===== config.mk =====
export PLATFORM = sky130hd
export DESIGN_NAME = hp0_read_master
export DESIGN_NICKNAME = d
export VERILOG_FILES = /design/src/rtl/pdh_axi_pkg.sv /design/src/rtl/hp0_read_master.sv
export SDC_FILE = /design/constraint.sdc
export NUM_CORES = 1
export LEC_CHECK = 0
export CORE_UTILIZATION = 30
export CTS_CLUSTER_DIAMETER = 80
export CTS_CLUSTER_SIZE = 10
export DETAILED_ROUTE_END_ITERATION = 8
export GPL_TIMING_DRIVEN = 0
export SYNTH_ARGS = -nofsm -noshare
export SYNTH_HDL_FRONTEND = slang
export SYNTH_SLANG_ARGS = --single-unit

===== constraint.sdc =====
create_clock -name aclk -period 3.2 [get_ports aclk]
set_input_delay 0.32 -clock aclk [delete_from_list [all_inputs] [get_ports aclk]]
set_output_delay 0.32 -clock aclk [all_outputs]
set_load 0.01 [all_outputs]

===== src/rtl/pdh_axi_pkg.sv =====
// Shared AXI3 definitions for the HP0 read and write DMA engines.
package pdh_axi_pkg;

    typedef enum logic [1:0] {
        RD_IDLE,
        RD_ADDR,
        RD_DATA,
        RD_DONE
    } rd_state_t;

    localparam logic [2:0] AXI_SIZE_8B     = 3'b011;
    localparam logic [1:0] AXI_BURST_INCR  = 2'b01;

    localparam logic [1:0] AXI_RESP_OKAY   = 2'b00;
    localparam logic [1:0] AXI_RESP_SLVERR = 2'b10;
    localparam logic [1:0] AXI_RESP_DECERR = 2'b11;

    localparam int BEAT_BYTES = 8;

endpackage


===== src/rtl/hp0_read_master.sv =====
// AXI3 INCR read master on HP0: fetches a block of 64-bit words and streams
// them out with their beat index. One burst outstanding at a time.
module hp0_read_master
    import pdh_axi_pkg::*;
#(
    parameter int ADDR_WIDTH = 32,
    parameter int DATA_WIDTH = 64,
    parameter int LEN_WIDTH  = 16,
    parameter int MAX_BURST  = 16
) (
    input  logic                  aclk,
    input  logic                  rst_i,
    output logic [ADDR_WIDTH-1:0] m_axi_araddr,
    output logic                  m_axi_arvalid,
    input  logic                  m_axi_arready,
    output logic [3:0]            m_axi_arlen,
    output logic [2:0]            m_axi_arsize,
    output logic [1:0]            m_axi_arburst,
    input  logic [DATA_WIDTH-1:0] m_axi_rdata,
    input  logic [1:0]            m_axi_rresp,
    input  logic                  m_axi_rlast,
    input  logic                  m_axi_rvalid,
    output logic                  m_axi_rready,
    input  logic                  enable_i,
    input  logic [ADDR_WIDTH-1:0] base_addr_i,
    input  logic [LEN_WIDTH-1:0]  beats_i,
    output logic [DATA_WIDTH-1:0] data_o,
    output logic                  valid_o,
    input  logic                  ready_i,
    output logic [LEN_WIDTH-1:0]  index_o,
    output logic                  engaged_o,
    output logic                  finished_o,
    output logic                  error_o
);

    localparam int ALIGN_BITS = $clog2(MAX_BURST * BEAT_BYTES);
    localparam int BEAT_SHIFT = $clog2(BEAT_BYTES);
    localparam int BL_W       = $clog2(MAX_BURST) + 1;

    rd_state_t             state, state_nx;
    logic [ADDR_WIDTH-1:0] addr_q;
    logic [LEN_WIDTH-1:0]  rem_q;
    logic [LEN_WIDTH-1:0]  idx_q;
    logic [LEN_WIDTH-1:0]  rem_after;
    logic [BL_W-1:0]       blen_q;
    logic [BL_W-1:0]       beat_q;
    logic [BL_W-1:0]       blen_nx;
    logic                  err_q;
    logic                  misaligned;
    logic                  ar_hs;
    logic                  r_hs;
    logic                  last_exp;
    logic                  burst_end;

    assign misaligned = |base_addr_i[ALIGN_BITS-1:0];
    assign blen_nx    = (rem_q >= LEN_WIDTH'(MAX_BURST)) ? BL_W'(MAX_BURST) : BL_W'(rem_q);
    assign ar_hs      = (state == RD_ADDR) && m_axi_arready;
    assign r_hs       = (state == RD_DATA) && m_axi_rvalid && ready_i;
    assign last_exp   = (beat_q == blen_q - 1'b1);
    assign burst_end  = r_hs && last_exp;
    assign rem_after  = rem_q - LEN_WIDTH'(blen_q);

    always_ff @(posedge aclk or posedge rst_i) begin
        if (rst_i) state <= RD_IDLE;
        else       state <= state_nx;
    end

    always_comb begin
        state_nx = state;
        case (state)
            RD_IDLE: begin
                if (enable_i) begin
                    if (misaligned || beats_i == '0) state_nx = RD_DONE;
                    else                             state_nx = RD_ADDR;
                end
            end
            RD_ADDR: if (ar_hs) state_nx = RD_DATA;
            RD_DATA: begin
                if (burst_end) state_nx = (rem_after != '0) ? RD_ADDR : RD_DONE;
            end
            RD_DONE: if (!enable_i) state_nx = RD_IDLE;
            default: state_nx = RD_IDLE;
        endcase
    end

    always_ff @(posedge aclk or posedge rst_i) begin
        if (rst_i) begin
            addr_q <= '0;
            rem_q  <= '0;
            idx_q  <= '0;
            blen_q <= '0;
            beat_q <= '0;
            err_q  <= 1'b0;
        end else begin
            if (state == RD_IDLE && enable_i) begin
                addr_q <= base_addr_i;
                rem_q  <= beats_i;
                idx_q  <= '0;
                beat_q <= '0;
                err_q  <= misaligned;
            end
            if (ar_hs) begin
                blen_q <= blen_nx;
                beat_q <= '0;
            end
            if (r_hs) begin
                idx_q  <= idx_q + 1'b1;
                beat_q <= beat_q + 1'b1;
                // burst length is counted locally; rlast is only cross-checked
                if (m_axi_rresp != AXI_RESP_OKAY || m_axi_rlast != last_exp)
                    err_q <= 1'b1;
            end
            if (burst_end) begin
                rem_q  <= rem_after;
                addr_q <= addr_q + (ADDR_WIDTH'(blen_q) << BEAT_SHIFT);
            end
        end
    end

    assign m_axi_arvalid = (state == RD_ADDR);
    assign m_axi_araddr  = (state == RD_ADDR) ? addr_q : '0;
    assign m_axi_arlen   = (state == RD_ADDR) ? 4'(blen_nx - 1'b1) : 4'd0;
    assign m_axi_arsize  = AXI_SIZE_8B;
    assign m_axi_arburst = AXI_BURST_INCR;

    assign m_axi_rready  = (state == RD_DATA) && ready_i;
    assign valid_o       = (state == RD_DATA) && m_axi_rvalid;
    assign data_o        = (state == RD_DATA) ? m_axi_rdata : '0;
    assign index_o       = idx_q;

    assign engaged_o     = (state == RD_ADDR) || (state == RD_DATA);
    assign finished_o    = (state == RD_DONE);
    assign error_o       = err_q;

endmodule


Word-level counts from Yosys, hierarchy flattened:

Index checks and enable logic that the tools add are counted.
W data, S select, Z words.

* reduce and logical (&&, ||, !) cells: 18
* add/sub/neg operators: 6
* muxes and demuxes: 23
* equality and inequality tests: 9
* $lt $le $gt $ge: 1

Operator list (number)
* $mux W32: 3
* $mux W16: 4
* $mux W64: 1
* $add A32 B8 Y32: 1
* $mux W5: 4
* $add A16 B1 Y16 const B: 1
* $ge A16 B5 Y1 const B: 1
* $logic_not A16 Y1: 1
* $reduce_bool A16 Y1: 1
* $sub A16 B5 Y16: 1
* $mux W2: 6
* $pmux W2 S4: 1
* $reduce_or A7 Y1: 1
* $logic_and A1 B1 Y1: 6
* $ne A2 B2 Y1 const B: 3
* $reduce_bool A2 Y1: 3
* $add A5 B1 Y5 const B: 1
* $eq A5 B5 Y1: 1
* $sub A5 B1 Y5 const B: 1
* $eq A2 B2 Y1 const B: 2
* $mux W4: 1
* $reduce_and A4 Y1: 1
* $sub A4 B1 Y4 const B: 1
* $logic_or A1 B1 Y1: 3
* other kinds (6): 8

* output and inout port bits: 127
* bits in registers: 77
* word-level logic and storage cells: 64
* bits of input ports: 121

Depth between registers and ports, before layout:

Gate-level depths: netlist of the first run.

* depth after elaboration: 6
* depth in mapped cells: 11
* mapped depth without buffers: 10

Worst setup path after synthesis of the first run:

OpenSTA, ideal clock, no wires.

* path kind: register to register
* start point: register blen_q[0]
* end point: register addr_q[23]
* clock period less this slack: 2.507 ns
* path slack: 0.693 ns
* cell stages (with the launch flop): 11
* setup time: 0.066 ns
* data required time: 3.134 ns
* arrival time: 2.441 ns
* path buffers: 0
* path through: dfrtp_1 > ha_1 > inv_1 > fa_1 > nor2b_1 > o21a_1 > o21ai_0 > a211oi_2 > nand2_2 > or4_1 > nand2_1

* cells in the longest elaborated chain, start to end: 4
* elaborated cells between the ends (all ways): 6
* classes of those cells: 2 x add/sub; 1 x eq/ne; 1 x mux; 2 x reduce/logical

RTL lines
* from (decl): RTL line hp0_read_master.sv:45 `logic [BL_W-1:0] blen_q;`
* from (signal assigned): RTL line hp0_read_master.sv:103 `blen_q <= blen_nx;`
* parallel branches: the longest is 4 deep, another holds $add A32 B8 Y32
* to (signal assigned): RTL line hp0_read_master.sv:96 `addr_q <= base_addr_i;`
* to (signal assigned): RTL line hp0_read_master.sv:115 `addr_q <= addr_q + (ADDR_WIDTH'(blen_q) << BEAT_SHIFT);`
* to (decl): RTL line hp0_read_master.sv:41 `logic [ADDR_WIDTH-1:0] addr_q;`

Several ways; the timed one is not identified.
A chain may end at the register's enable or synchronous reset.

Final worst setup path of the first run:

* start point: register rem_q[10]
* end point: output m_axi_arlen[2]

* cells in the longest elaborated chain, start to end: 4

RTL lines
* from (decl): RTL line hp0_read_master.sv:42 `logic [LEN_WIDTH-1:0] rem_q;`
* from (signal assigned): RTL line hp0_read_master.sv:97 `rem_q <= beats_i;`
* from (signal assigned): RTL line hp0_read_master.sv:114 `rem_q <= rem_after;`
* $ge A16 B5 Y1: RTL line hp0_read_master.sv:56 `assign blen_nx = (rem_q >= LEN_WIDTH'(MAX_BURST)) ? BL_W'(MAX_BURST) : BL_W'(rem_q);`
* $mux W5: RTL line hp0_read_master.sv:56
* $sub A4 B1 Y4: RTL line hp0_read_master.sv:122 `assign m_axi_arlen = (state == RD_ADDR) ? 4'(blen_nx - 1'b1) : 4'd0;`
* $mux W4: RTL line hp0_read_master.sv:122
* to (decl): RTL line hp0_read_master.sv:16 `output logic [3:0] m_axi_arlen,`

No other way between the ends.

==> results of run 1 <==
[area by class of cell]
type,count,area [um2]
fillers,1752,9340
multi-input cells,540,3360
repair buffers,246,2470
flip-flops and latches,77,1930
well taps,229,287
clock buffers,10,229
plain buffers,34,169
clock inverters,6,87.6
inverters,22,85.1
[flip-flops by register name, summed over array words and instances, names as in the netlist]
signal and count:
index_o 16, beat_q 5, blen_q 5, rem_q 16, addr_q 32, state 2, error_o 1
[report_power, final]
group | switching [mW] | internal, mW
sequential | 0.392 | 1.32
clock | 0.427 | 0.684
combinational | 1.75 | 1.72
total | 2.56 | 3.72
[cell usage in the layout, fill, tap and decap left out, drive strengths merged, types with 10 or more instances in the layout]
master,instances
xor2,10
inv,22
nand3,30
clkdlybuf4s50,242
a21oi,24
dfrtp,77
o211ai,19
ha,19
nor3,18
o21ai,49
buf,14
and2,100
nor2,36
nand4,16
nand2,88
clkbuf,34
[repair_timing]
item	4_1_cts	5_1_grt
gates resized for setup	2	15
pin swaps	1	2
cloned	0	0
setup buffers	2	1
hold endpoints to repair	0	0
setup endpoints to repair	2	81
[critical path, delay by kind of cell (launching register included)]
| kind | cells | cell delay (ps) |
|---|---|---|
| xor gates and xnor gates | 1 | 160 |
| and+or+nand+nor | 4 | 1060 |
| buffers and inverters | 1 | 560 |
| DFF | 1 | 430 |
| adders and majority gates | 1 | 220 |
[logic make-up (layout without fill, tap and decap cells)]
kind of cell / after synthesis / count (layout) / share of synthesized area, %
simple gates: 332 / 332 / 31.7
compound gates: 157 / 157 / 19.4
flops: 77 / 77 / 35.0
buf+inv: 56 / 318 / 4.43
fa+ha+maj: 21 / 21 / 5.05
xor+xnor: 17 / 17 / 2.71
mux: 8 / 8 / 1.46
other cells: 2 / 5 / 0.137
[worst max-delay path by stage]
stage / start / end / slack [ps] / depth (start not counted)
after CTS: blen_q[1] / addr_q[14] / 7 / 10
after detailed placement: rem_q[10] / m_axi_arlen[2] / -50 / 7
after global placement: rst_i / rem_q[13] / -660 / 2
after floorplan: blen_q[0] / addr_q[23] / 690 / 10
after global routing: state[0] / rem_q[4] / -50 / 10
final: rem_q[10] / m_axi_arlen[2] / 120 / 7
[metal layers]
| layer | track usage, % | share of wire [%] |
|---|---|---|
| met1 | 28.8 | 47 |
| met2 | 33.9 | 46 |
| met3 | 4.01 | 6.1 |
| met4 | 4.33 | 0.88 |
| met5 | 0 | 0 |
==> summary.txt, run 1 <==
CTS Root Cell - clkbuf_16
Origin of the critical flop-to-flop path - state[0]
Worst min-delay path class - input port to asynchronous set/reset pin
Worst r2r dst - addr_q[3]
Async S/R FF share, synth - 100%
Worst setup EP type - output pin
Synth Register Bits - 77
I/O Pins - 248
Leakage - 3.36 nW
WL per Instance - 16.9 um
CP cell instances - or4_4 -> nor3_4 -> nand2_1 -> ha_1 -> xor2_1 -> nor2_1 -> clkdlybuf4s50_1
H-tree levels - 3
Nets - 1072
Synth top cells by count - and2_1 (100), nand2_1 (87), dfrtp_1 (77)
Vias in the first global route - 5555
Cells after Synth - 670
Setup slack, reg-to-reg - 220 ps
Setup Viol. Count Final - 0
Total gr overflow - 0
Clock Path Buffers - 2
Cell Area, Placed - 8250 um2
Share of cells above drive strength 1 - 5.67%
Hold WS - 364 ps
FMAX - 325 MHz
Post-synthesis cell type count - 64
Total CTS buffers - 9
First-pass GRT wire length - 30100 um
Area growth syn-to-layout - 56.7%
Initial antenna violation count - 0
CP startpoint kind - register
Reg2reg path depth - 9
Synth Cell Area - 5500 um2
Post-Route WL - 19600 um
Period utilization - 96.2%
Final Max Slew Viols - 0
Vias - 5954
Number of port buffers - 242
Post-synthesis sequential area ratio - 35.0%
Final GP Congestion - 0.926
Ant diodes - 0
DR vias/cell - 5.12
Hold_buf cts - 0
Die Footprint - 18900 um2
Die height - 137 um
Count leader, synth - and2_1
Maximum vdd ir drop - 332 uV
RSZ-0062 raised after global routing - yes
Gr usage total - 20.9%
TritonCTS clock tree - built
Share of the synthesized area in the top cell type - 35.0%
Largest net degree at the start of global routing - 44
Dominant synthesized flop cell - dfrtp_1
Required @ worst endpoint - 2880 ps
Min Tclk post-route - 3080 ps
Post-synth EDFFs - 0
DRT iter0 DRCs - 272
Post-route insts no fill - 1164
DR DRC count - 0
Worst slew pin tran - 991 ps
Avg Cell Area, Syn - 8.21 um2
Final WS setup - 122 ps
Site Rows - 49
Outcome - completed
Synth area leaders - dfrtp_1 (35%), and2_1 (11%), nand2_1 (5.9%), o21ai_0 (4.4%), ha_1 (4.3%)
DRT antenna net count - 0
Core footprint - 18000 um2
Final total power - 6.28 mW
Final Hold Fails - 0
Power Dens Cells - 729 nW/um2
Synth area leader - dfrtp_1
Max_cap viols - 0
Kind of critical path - register to output pin
Fin Clk Skew - 7.41 ps
Utilization after layout - 48.0%
CP arrival - 2760 ps
Setup TNS - 0 ps
CTS Sinks - 77
Crit-path slowest cell - or4_4
Worst-path fanout max - 5
Critical Path Max Stage Delay - 590 ps
Design area - 8620 um2
Worst-skew pair later-pin latency - 340 ps
Placed insts - 1145
Pre-CTS setup slack - -50.3 ps
Initial Utilization - 30.6%
Chip Width - 137 um
Drt pass-1 iters - 4
Clock transition at path regs - 70 ps
DP HPWL - 15300 um
Syn. warnings - 0
Max-slew headroom - 33.4%
Note: power is estimated with default switching activity, not from simulation.
==> run 2, diff against run 1 <==
Settings changed: SLEW_MARGIN from default to 25.
==> results of run 2 <==
Same layout as run 1: the final DEF is identical, and so are final timing and power.
